<file path="src/rtl/alu_op_sequencer.sv">
// alu_op_sequencer: issues commands onto an external combinational 8-bit ALU.
// Stage p0 registers operands and opcode onto the ALU inputs. Stage p1 captures
// the ALU result and flags into a response FIFO and the accumulator.
// Chained commands take operand A from the accumulator. When the previous
// command is still in exec, operand A is forwarded from the live ALU result.
module alu_op_sequencer #(
  parameter int DATA_W     = 8,
  parameter int FIFO_DEPTH = 4
) (
  input  logic              clk,
  input  logic              rst_n,
  input  logic              cmd_valid,
  output logic              cmd_ready,
  input  logic [2:0]        cmd_op,
  input  logic [DATA_W-1:0] cmd_a,
  input  logic [DATA_W-1:0] cmd_b,
  input  logic              cmd_use_acc,
  output logic [DATA_W-1:0] alu_a,
  output logic [DATA_W-1:0] alu_b,
  output logic [2:0]        alu_operation,
  input  logic [DATA_W-1:0] alu_result,
  input  logic              alu_zero_flag,
  input  logic              alu_carry_flag,
  output logic              rsp_valid,
  input  logic              rsp_ready,
  output logic [DATA_W-1:0] rsp_result,
  output logic              rsp_zero,
  output logic              rsp_carry,
  output logic [DATA_W-1:0] acc_out,
  output logic              busy
);

  localparam int PTR_W = $clog2(FIFO_DEPTH);
  localparam int CNT_W = PTR_W + 1;
  localparam int RSP_W = DATA_W + 2;

  logic              vld_p1;
  logic [DATA_W-1:0] acc_p1;
  logic [DATA_W-1:0] a_src_p0;
  logic              accept_p0;
  logic              push_p1;
  logic              pop;
  logic [PTR_W-1:0]  wr_ptr;
  logic [PTR_W-1:0]  rd_ptr;
  logic [CNT_W-1:0]  count;
  logic [CNT_W:0]    occupancy;
  logic [RSP_W-1:0]  fifo_mem [FIFO_DEPTH];

  // The exec slot reserves a FIFO entry, so a push can never overflow.
  // rsp_ready is deliberately not considered here.
  assign occupancy = {1'b0, count} + {{CNT_W{1'b0}}, vld_p1};
  assign cmd_ready = (occupancy < (CNT_W + 1)'(FIFO_DEPTH));
  assign accept_p0 = cmd_valid & cmd_ready;
  assign a_src_p0  = vld_p1 ? alu_result : acc_p1;
  assign push_p1   = vld_p1;
  assign rsp_valid = (count != '0);
  assign pop       = rsp_valid & rsp_ready;

  assign {rsp_result, rsp_zero, rsp_carry} = fifo_mem[rd_ptr];
  assign acc_out = acc_p1;
  assign busy    = vld_p1 | rsp_valid;

  // ---- stage p0: issue, register operands and opcode onto the ALU ----
  always_ff @(posedge clk or negedge rst_n) begin
    if (!rst_n) begin
      vld_p1        <= 1'b0;
      alu_a         <= '0;
      alu_b         <= '0;
      alu_operation <= '0;
    end else begin
      vld_p1 <= accept_p0;
      if (accept_p0) begin
        alu_a         <= cmd_use_acc ? a_src_p0 : cmd_a;
        alu_b         <= cmd_b;
        alu_operation <= cmd_op;
      end
    end
  end

  // ---- stage p1: exec, accumulator tracks the last completed result ----
  always_ff @(posedge clk or negedge rst_n) begin
    if (!rst_n) begin
      acc_p1 <= '0;
    end else if (push_p1) begin
      acc_p1 <= alu_result;
    end
  end

  // Response FIFO pointers and occupancy; simultaneous push and pop keep count.
  always_ff @(posedge clk or negedge rst_n) begin
    if (!rst_n) begin
      wr_ptr <= '0;
      rd_ptr <= '0;
      count  <= '0;
    end else begin
      if (push_p1) wr_ptr <= wr_ptr + 1'b1;
      if (pop)     rd_ptr <= rd_ptr + 1'b1;
      if (push_p1 && !pop) begin
        count <= count + 1'b1;
      end else if (!push_p1 && pop) begin
        count <= count - 1'b1;
      end
    end
  end

  // Response storage; cleared on reset so the head reads zero when idle.
  always_ff @(posedge clk or negedge rst_n) begin
    if (!rst_n) begin
      for (int i = 0; i < FIFO_DEPTH; i++) fifo_mem[i] <= '0;
    end else if (push_p1) begin
      fifo_mem[wr_ptr] <= {alu_result, alu_zero_flag, alu_carry_flag};
    end
  end

endmodule

</file>
<file path="config.mk">
export PLATFORM = sky130hd
export DESIGN_NAME = alu_op_sequencer
export DESIGN_NICKNAME = d
export VERILOG_FILES = /design/src/rtl/alu_op_sequencer.sv
export SDC_FILE = /design/constraint.sdc
export NUM_CORES = 1
export LEC_CHECK = 0
export ABC_CLOCK_PERIOD_IN_PS = 4250
export BUFFER_PORTS_ARGS = -buffer_cell sky130_fd_sc_hd__buf_2
export CAP_MARGIN = 15
export CORE_MARGIN = 2
export CORE_UTILIZATION = 42
export CTS_CLUSTER_SIZE = 20
export DETAILED_ROUTE_END_ITERATION = 12
export GPL_TIMING_DRIVEN = 1
export PLACE_DENSITY_LB_ADDON = 0.12
export SKIP_LAST_GASP = 1
export SLEW_MARGIN = 10
export SYNTH_ARGS = -nofsm -noshare
export SYNTH_HDL_FRONTEND = slang
export SYNTH_SLANG_ARGS = --single-unit
export TNS_END_PERCENT = 20
</file>
<file path="constraint.sdc">
create_clock -name clk -period 4.25 [get_ports clk]
set_clock_uncertainty 0.15 [all_clocks]
set_input_delay 0.85 -clock clk [delete_from_list [all_inputs] [get_ports clk]]
set_output_delay 0.85 -clock clk [all_outputs]
set_load 0.01 [all_outputs]
</file>
Yosys cells after proc, flatten, opt, wreduce, memory -nomap -nowiden
Index checks and enable logic that the tools add are counted.
- add/subtract/negate cells: 5
- $lt $le $gt $ge: 4
- mux-type cells: 10
- bitwise gates (word level): 5
- reductions and logical operators: 7
- operator list (kind ; count):
    40-bit bitwise mux ; 1
    10-bit 2-to-1 mux ; 3
    10-bit binary-select mux with 2-bit select ; 1
    10-bit demux with 2-bit select ; 1
    8-bit 2-to-1 mux ; 2
    3-bit greater-or-equal comparator (second input constant) ; 2
    3-bit 2-to-1 mux ; 2
    2-bit NOT with 3-bit output ; 2
    2-bit by 1-bit adder with 2-bit output (second input constant) ; 2
    3-bit by 1-bit adder with 4-bit output ; 1
    4-bit by 3-bit less-than comparator with 1-bit output (second input constant) ; 1
    3-bit by 1-bit adder with 3-bit output (second input constant) ; 1
    1-bit logical AND ; 3
    3-bit by 1-bit less-than comparator with 1-bit output (second input constant) ; 1
    3-bit nonzero test ; 1
    3-bit by 1-bit subtractor with 3-bit output (second input constant) ; 1
    1-bit bitwise AND ; 2
    1-bit zero test ; 2
    2-bit nonzero test ; 1
    1-bit OR ; 1
- bits in registers: 75
- bits of input ports: 34
- output and inout port bits: 40
- logic and storage cells: 43

Longest topological paths before layout
Gate-level depths: netlist of the first run.
- word-level depth: 6
- depth in mapped cells: 8
- depth with buffers taken out: 8

Least setup slack after synthesis of the first run
OpenSTA, ideal clock, no wires.
- path kind: reg2reg
- from: register count[0]
- to: register count[2]
- library setup time: 0.079 ns
- data arrival time: 1.994 ns
- required time: 4.021 ns
- path slack: 2.027 ns
- cell stages (with the launch flop): 9
- buffers on the path: 0
- period minus slack after synthesis: 2.223 ns
- path through: dfrtp_1 or3_1 nand2_1 ha_1 inv_1 fa_1 xor2_1 nor2_1 xor2_1
- word-level cells in the longest chain between the ends: 5
- elaborated cells between the ends (all ways): 10
- classes of those cells: add/sub: 2; mux: 2; bitwise: 1; reduce/logical: 5
- ends and longest elaborated chain (element ; line ; source):
    start: declaration ; 45 ; logic [CNT_W-1:0] count;
    start signal: assignment ; 99 ; count <= count + 1'b1;
    start signal: assignment ; 101 ; count <= count - 1'b1;
    3-bit nonzero test (*) ; 56 ; assign rsp_valid = (count != '0);
    named net rsp_valid ; 24 ; output logic rsp_valid,
    1-bit bitwise AND (*) ; 57 ; assign pop = rsp_valid & rsp_ready;
    1-bit zero test ; 98 ; if (push_p1 && !pop) begin
    1-bit logical AND ; 98 ;
    3-bit 2-to-1 mux or 2-bit nonzero test (tied branches) ; n/a ;
The timed path passes the listed nets; every way through them passes the cells marked *. The select of a mux whose other input is x is not followed.
A chain may end at the register's enable or synchronous reset.

Worst setup path after layout of the first run
- from: register rd_ptr[0]
- to: output rsp_result[3]
- word-level cells in the longest chain between the ends: 4
- ends and longest elaborated chain (element ; line ; source):
    start: declaration ; 44 ; logic [PTR_W-1:0] rd_ptr;
    start signal: assignment ; 97 ; if (pop) rd_ptr <= rd_ptr + 1'b1;
    2-bit NOT with 3-bit output (not written as such) ; 59 ; assign {rsp_result, rsp_zero, rsp_carry} = fifo_mem[rd_ptr];
    10-bit binary-select mux with 2-bit select ; 59 ;
    10-bit 2-to-1 mux (not written as such) (2 in series) ; 59 ;
    end: declaration ; 26 ; output logic [DATA_W-1:0] rsp_result,
Every way passes these cells. The select of a mux whose other input is x is not followed.

==> flow_summary.ini, run 1 <==
[run_status]
status = completed

[run]
maxCapViolCount = 0

[grt]
gr-total-overflow = 0
first_global_vias = 1920
antenna_found_initial = 0
grt_max_degree = 76
grt_pass1_wl_um = 9980
grt_usage_pct = 15.5

[die]
core_sq_um = 7690
row_count = 32
initial_core_util_pct = 43.0
die_width_um = 92.8
ios = 74
dieHeight_um = 92.8
die-area_sq_um = 8600

[clock_tree]
clk_latency_ps = 340
cts.htree.levels = 3
cts_hold_buf = 0
cts_tree = built
ctsResizeCount = 0
cts-root-buf = clkbuf_8
cts_setup_buffers = 0
path_clk_slew_ps = 80
cts_buffers = 9
cts.sink_count = 75
clock_path_buffers = 2

[timing]
final-setup-viol-count = 0
whs_ps = 353
fin_crit_ps = 2940
maxSlewViolCount = 0
fmax_ghz = 0.340
grt_setup_unrepaired = false
worst_slew_pin_slew_ps = 934
maxSlewHeadroom_pct = 37.7
period_share_pct = 69.2
final_hold_viol_count = 0
tns_ps = 0

[setup_path]
cp.required_ps = 3250
arrival_ps = 1940
crit_fanout = 12
rrSetupSlack_ps = 1940
timing.rr.start = count[0]
r2r_end = count[2]
start_kind = flop
crit_path_end_kind = output pin
crit_type = flop to output pin
reg2regPathDepth = 8
crit_path_start = rd_ptr[0]

[yosys]
ys_top_cells_by_area = dfrtp_1 57%, mux2_2 17%, mux4_2 6.8%
yosysUniqueCellTypes = 21
syn_area_sq_um = 3310
synth-seq-cells = 75
synth_top_area_share_pct = 56.7
synth_nets = 245
ys_warn_count = 0
synthArstFlopShare_pct = 100
syn_avg_cell_area_sq_um = 16.1
synth_sequential_area_ratio_pct = 56.7
synth_ff_type = dfrtp_1
yosysTopAreaCell = dfrtp_1
synthCells = 205
synth.most_common_cell = dfrtp_1
synth_enable_flop_cells = 0
synthTopCellsByCount = 75 x dfrtp_1, 49 x mux2_2, 16 x mux2i_1

[detailed_routing]
wl_um = 6180
drt_iter0_drc = 87
wire_per_inst_um = 15.9
vias = 1876
first_pass_iters = 4
via_per_inst = 4.84
drc = 0
antenna_left = 0

[worst_hold_path]
holdPathEnd = fifo_mem[12]
holdPathStages = 1
min_path_type = flop to flop
min_from = fifo_mem[12]

[placement]
placed_area_sq_um = 3740
hpwl_um = 4170
portBuffers = 73
gp_congestion = 0.720

[layout]
utilization_pct = 51.4
area_delta_synth_final_pct = 19.3
drive_gt1_share_pct = 57.0
antenna_cells = 0
finalInstanceArea_sq_um = 3950
final_nets = 322

[power_and_ir_drop]
p_per_area_nw_per_um2 = 802
irDropWorstVdd_v = 0.000279
power_leakage_nw = 1.90
==> state kept, by name, summed over array words and instances, names as in the netlist <==
signal / flops
acc_out: 8
alu_a: 8
alu_b: 8
alu_operation: 3
count: 3
fifo_mem: 40
push_p1: 1
rd_ptr: 2
wr_ptr: 2
==> worst max-delay path, stage by stage, from the launching register on <==
cell	delay [ps]
dfrtp_1	840
mux4_2	600
buf_2	150
==> cell usage in the layout, fill, tap and decap left out, drive strengths merged <==
cell    Yosys  layout
buf         7      73
xnor2       3       3
a31oi       1       1
mux4       10      10
or3         1       1
clkinv      0       3
ha          5       5
or2         1       1
o21ai       1       1
inv        12      12
mux2       60      60
dfrtp      75      75
bufinv      0       2
nand3       1       1
xor2        3       3
nand2       7       7
clkbuf      0      10
nor2        1       1
mux2i      16      16
fa          1       1
==> metal layers <==
layer	wire length [um]	up-vias	GRT usage (%)
met4	46	0	5.88
met5	0	-	0
met2	2750	42	22.1
met3	272	4	4.72
li1	-	878	-
met1	3110	952	22.5
==> worst max path at each step <==
stage	slack, ps	end	cells after the start
finish	1310	rsp_result[3]	2
global route	1190	rsp_result[1]	2
CTS	1260	rsp_result[3]	2
detailed placement	1640	rsp_result[3]	2
global placement	1700	rsp_result[1]	2
floorplan	2030	count[2]	8
==> through the flow <==
step	worst slack, ps	power (mW)	instances
2_1_floorplan	2030	2.22	205
3_3_place_gp	1700	2.59	373
3_5_place_dp	1640	2.63	373
4_1_cts	1260	3.21	388
5_1_grt	1190	3.40	388
6_report	1310	3.17	388
==> power breakdown <==
group | internal, mW | total (mW) | switching, mW
Sequential | 1.08 | 1.36 | 0.280
Clock | 0.327 | 0.580 | 0.253
Combinational | 0.736 | 1.23 | 0.489
Total | 2.14 | 3.17 | 1.02
==> logic make-up (layout without fill, tap and decap cells) <==
logic type	count (synthesis)	in the layout	synth area share (%)
and+or+nand+nor	11	11	1.82
muxes	86	86	33.3
xor gates and xnor gates	6	6	1.59
DFF	75	75	56.7
AOI/OAI and AO/OA	2	2	0.794
adders and majority gates	6	6	2.50
buffers and inverters	19	100	3.25
==> layout make-up <==
class | count | area, sq um
well taps | 102 | 128
flip-flops and latches | 75 | 1880
repair buffers | 73 | 368
multi-input cells | 111 | 1320
clock inverters | 5 | 78.8
clock buffers | 10 | 128
fillers | 697 | 3740
inverters | 12 | 45.0
(Power assumes the default switching activity.)
==> inputs of run 2 (changes only) <==
--- a/config.mk
+++ b/config.mk
@@ -5,7 +5,7 @@
 export SDC_FILE = /design/constraint.sdc
 export NUM_CORES = 1
 export LEC_CHECK = 0
-export ABC_CLOCK_PERIOD_IN_PS = 4250
+export ABC_CLOCK_PERIOD_IN_PS = 2700
 export BUFFER_PORTS_ARGS = -buffer_cell sky130_fd_sc_hd__buf_2
 export CAP_MARGIN = 15
 export CORE_MARGIN = 2
==> constraint.sdc (replaced) <==
create_clock -name clk -period 2.7 [get_ports clk]
set_clock_uncertainty 0.15 [all_clocks]
set_input_delay 0.54 -clock clk [delete_from_list [all_inputs] [get_ports clk]]
set_output_delay 0.54 -clock clk [all_outputs]
set_load 0.01 [all_outputs]
==> run 2 against run 1 <==
Compared with the run above: count of clock-buffer cells in the layout unchanged; combinational power increased by 66%; total power increased by 59%; worst hold slack got worse by 310 ps; design area increased by 1.1%; die area unchanged; via count decreased by 0.53%; critical path depth increased by 1; sequential share of layout area decreased by 0.52 points; largest cell class unchanged.
==> flow_summary.ini, run 2 (synthesized netlist as in run 1, its figures left out) <==
[run_status]
status = completed

[clock_tree]
cts_tree = built
cts_hold_buf = 0
cts_setup_buffers = 0
path_clk_slew_ps = 80
cts-root-buf = clkbuf_8
cts.sink_count = 75
cts_buffers = 9
clk_latency_ps = 340
cts.htree.levels = 3
ctsResizeCount = 0
clock_path_buffers = 2

[power_and_ir_drop]
switching_power_mw = 1.62
total_power_mw = 5.04
switching_share_pct = 32.1
combPwrFrac_pct = 40.5
p_per_area_nw_per_um2 = 1260
irDropWorstVdd_v = 0.000445
p_int_mw = 3.42
power_leakage_nw = 1.92
p_seq_share_pct = 40.9
clkPwrFrac_pct = 18.6

[timing]
final_hold_viol_count = 0
fmax_ghz = 0.412
maxSlewHeadroom_pct = 55.7
final-setup-viol-count = 0
tns_ps = 0
maxSlewViolCount = 0
setup_slack_ps = 274
worst_slew_pin_slew_ps = 662
fin_crit_ps = 2430
period_share_pct = 89.9
grt_setup_unrepaired = false

[layout]
utilization_pct = 51.9
largest-register = fifo_mem
final_common_cell = dfrtp_1
final_nets = 325
largest_reg_flops = 40
num-fill-cells = 701
drive_gt1_share_pct = 57.8
area_delta_synth_final_pct = 20.7
layout_common_cells = 75 x dfrtp_1, 72 x buf_2, 49 x mux2_2, 16 x mux2i_1, 12 x inv_1
antenna_cells = 0

[die]
die-area_sq_um = 8600
core_sq_um = 7690
row_count = 32
die_width_um = 92.8
ios = 74
initial_core_util_pct = 43.0
dieHeight_um = 92.8

[setup_path]
crit_type = flop to output pin
arrival_ps = 1740
start_kind = flop
cp.required_ps = 2010
crit_fanout = 9
crit_path_end_kind = output pin

[detailed_routing]
wire_per_inst_um = 16.0
wl_um = 6250
vias = 1866
via_per_inst = 4.77
antenna_left = 0
drc = 0
drt_iter0_drc = 50
first_pass_iters = 3

[run]
maxCapViolCount = 0

[grt]
grt_pass1_wl_um = 10200
first_global_vias = 1989
gr-total-overflow = 0
antenna_found_initial = 0
grt_usage_pct = 15.7
grt_max_degree = 45

[placement]
hpwl_um = 4240
portBuffers = 73
pre_cts_ws_ps = 441
gp_congestion = 0.684

[worst_hold_path]
min_path_type = input port to async pin
-- run 2: stage by stage --
stage	hold slack [ps]	cell area, sq um	instances
6_report	47.6	3990	391
5_1_grt	75.7	3990	391
4_1_cts	59.8	3990	391
3_5_place_dp	339	3780	376
3_3_place_gp	334	3780	376
2_1_floorplan	94.4	3310	205
-- run 2: metal layers --
metal / GRT usage [%] / wire [um]
met2: 24.2 / 2990
met4: 5.15 / 60
met3: 4.56 / 295
met5: 0 / 0
met1: 21.6 / 2900
-- run 2: area by class of cell --
cell class / count / area [sq um] / share of cell area (%)
clock buffer: 10 / 138 / 3.45
clock inverter: 5 / 77.6 / 1.94
inverter: 12 / 45.0 / 1.13
multi-input combinational: 111 / 1320 / 33.2
sequential: 75 / 1880 / 47.0
tap: 102 / 128 / 3.20
timing repair buffer: 76 / 403 / 10.1
-- run 2: worst max-delay path, cell delays in order (launching register included) --
cell and delay [ps]:
dfrtp_1 430, buf_4 270, mux4_2 540, buf_2 160
-- run 2: worst paths after layout --
check / from / endpoint / slack [ps] / depth (start not counted)
min in group clk: cmd_b[0] / alu_b[0] / 280 / 2
max in group asynchronous: rst_n / alu_a[7] / 1780 / 2
setup / recovery: rd_ptr[0] / rsp_result[4] / 270 / 3
hold reg to reg: fifo_mem[15] / fifo_mem[15] / 350 / 1
hold / removal: rst_n / fifo_mem[18] / 50 / 1
setup reg to reg: count[0] / count[2] / 430 / 8
-- run 2: power by group through the flow --
stage	Combinational (mW)	Clock, mW	Sequential [mW]
4_1_cts	2.09	0.964	2.07
3_3_place_gp	2.04	0	2.06
2_1_floorplan	1.42	0	2.08
6_report	2.04	0.935	2.06
3_5_place_dp	2.08	0	2.08
5_1_grt	2.24	1.02	2.15
==> inputs of run 3 (changes only) <==
--- a/config.mk
+++ b/config.mk
@@ -9,11 +9,11 @@
 export BUFFER_PORTS_ARGS = -buffer_cell sky130_fd_sc_hd__buf_2
 export CAP_MARGIN = 15
 export CORE_MARGIN = 2
-export CORE_UTILIZATION = 42
+export CORE_UTILIZATION = 48
 export CTS_CLUSTER_SIZE = 20
 export DETAILED_ROUTE_END_ITERATION = 12
 export GPL_TIMING_DRIVEN = 1
-export PLACE_DENSITY_LB_ADDON = 0.12
+export PLACE_DENSITY = 0.83
 export SKIP_LAST_GASP = 1
 export SLEW_MARGIN = 10
 export SYNTH_ARGS = -nofsm -noshare
==> run 3 against run 2 <==
Compared with the run above: non-clock buffer count fell by 1; sequential power barely moved; clock power fell by 2.2%; routed wire length fell by 4.6%; die area fell by 12%; flip-flop and latch count did not move; total power rose by 0.23%; combinational power barely moved; first-iteration DRC count rose by 130%; critical path type unchanged; highest routed layer unchanged.
==> flow_summary.ini, run 3 (synthesized netlist as in run 1, its figures left out) <==
[die]
ios = 74
die-area_sq_um = 7570
initial_core_util_pct = 49.2
core_sq_um = 6720
row_count = 30
die_width_um = 87.0
dieHeight_um = 87.0

[setup_path]
slowest_stage = mux4_2
max_stage_delay_ps = 520
critPathTopFamily = multiplexers
crit_fanout = 8
start_kind = flop
worst-path-buf-inv = 2
crit_path_end_kind = output pin
crit_type = flop to output pin
cp.required_ps = 2010
crit_path_cell_trace = buf_12 -> mux4_2 -> buf_2
arrival_ps = 1720

[detailed_routing]
first_pass_iters = 4
drt_iter0_drc = 114
wl_um = 5960
vias = 1899
via_per_inst = 5.15
antenna_left = 0
drc = 0
wire_per_inst_um = 16.2

[clock_tree]
cts_setup_buffers = 0
path_clk_slew_ps = 80
ctsResizeCount = 0
clk_latency_ps = 340
cts_hold_buf = 0
cts.htree.levels = 3
clock_path_buffers = 2
cts_tree = built
cts_buffers = 9
cts.sink_count = 75
cts-root-buf = clkbuf_8

[power_and_ir_drop]
p_per_area_nw_per_um2 = 1280
power_leakage_nw = 1.92
total_power_mw = 5.05
irDropWorstVdd_v = 0.000539

[timing]
fin_crit_ps = 2410
grt_setup_unrepaired = false
fmax_ghz = 0.415
period_share_pct = 89.3
tns_ps = 0
worst_slew_pin_slew_ps = 923
final_hold_viol_count = 0
final-setup-viol-count = 0
whs_ps = 166
maxSlewHeadroom_pct = 38.4
maxSlewViolCount = 0

[grt]
grt_max_degree = 76
gr-total-overflow = 0
grt_pass1_wl_um = 9780
grt_usage_pct = 17.0
antenna_found_initial = 0
first_global_vias = 1963

[layout]
drive_gt1_share_pct = 57.4
utilization_pct = 58.8
antenna_cells = 0
largest_reg_flops = 40
final_common_cell = dfrtp_1
num-fill-cells = 538
layout_common_cells = 75 x dfrtp_1, 72 x buf_2, 49 x mux2_2, 16 x mux2i_1, 12 x inv_1
final_nets = 324
largest-register = fifo_mem
area_delta_synth_final_pct = 19.4
finalInstanceArea_sq_um = 3950

[placement]
placed_area_sq_um = 3740
hpwl_um = 4180
gp_congestion = 0.708
portBuffers = 73

[run_status]
status = completed

[run]
maxCapViolCount = 0

[worst_hold_path]
min_path_type = input port to async pin
-- run 3: routing by layer --
metal,vias up,wire length (um),GRT usage (%)
li1,889,-,-
met1,950,2710,23.4
met2,49,2810,25.4
met3,11,316,3.89
met4,0,127,8.81
met5,-,0,0
-- run 3: final cells by class --
class	instances	area (sq um)	area share (%)
Inverter	12	45.0	1.14
Tap cell	80	100	2.53
Multi-Input combinational cell	111	1320	33.5
Clock inverter	6	80.1	2.03
Clock buffer	10	128	3.23
Timing Repair Buffer	75	395	10.0
Sequential cell	75	1880	47.5
-- run 3: power breakdown --
part           leakage, nW  switching [mW]  internal [mW]
clock                0.110           0.399          0.514
combinational        0.929           0.867           1.20
sequential           0.878           0.366           1.70
total                 1.92            1.63           3.41
-- run 3: path summary, 6_finish.rpt --
path	start	endpoint	slack, ps	cells past startpoint
min in group clk	cmd_b[4]	alu_b[4]	270	2
hold / removal	rst_n	alu_b[5]	170	1
setup reg to reg	count[0]	count[2]	380	8
hold reg to reg	fifo_mem[10]	fifo_mem[10]	350	1
setup / recovery	rd_ptr[0]	rsp_result[4]	290	3
max in group asynchronous	rst_n	fifo_mem[31]	1630	1
-- run 3: through the flow --
step / setup slack [ps] / std cells
after floorplan: 477 / 205
after global placement: 475 / 353
after detailed placement: 376 / 353
after CTS: 266 / 369
after global routing: 216 / 369
final: 290 / 369
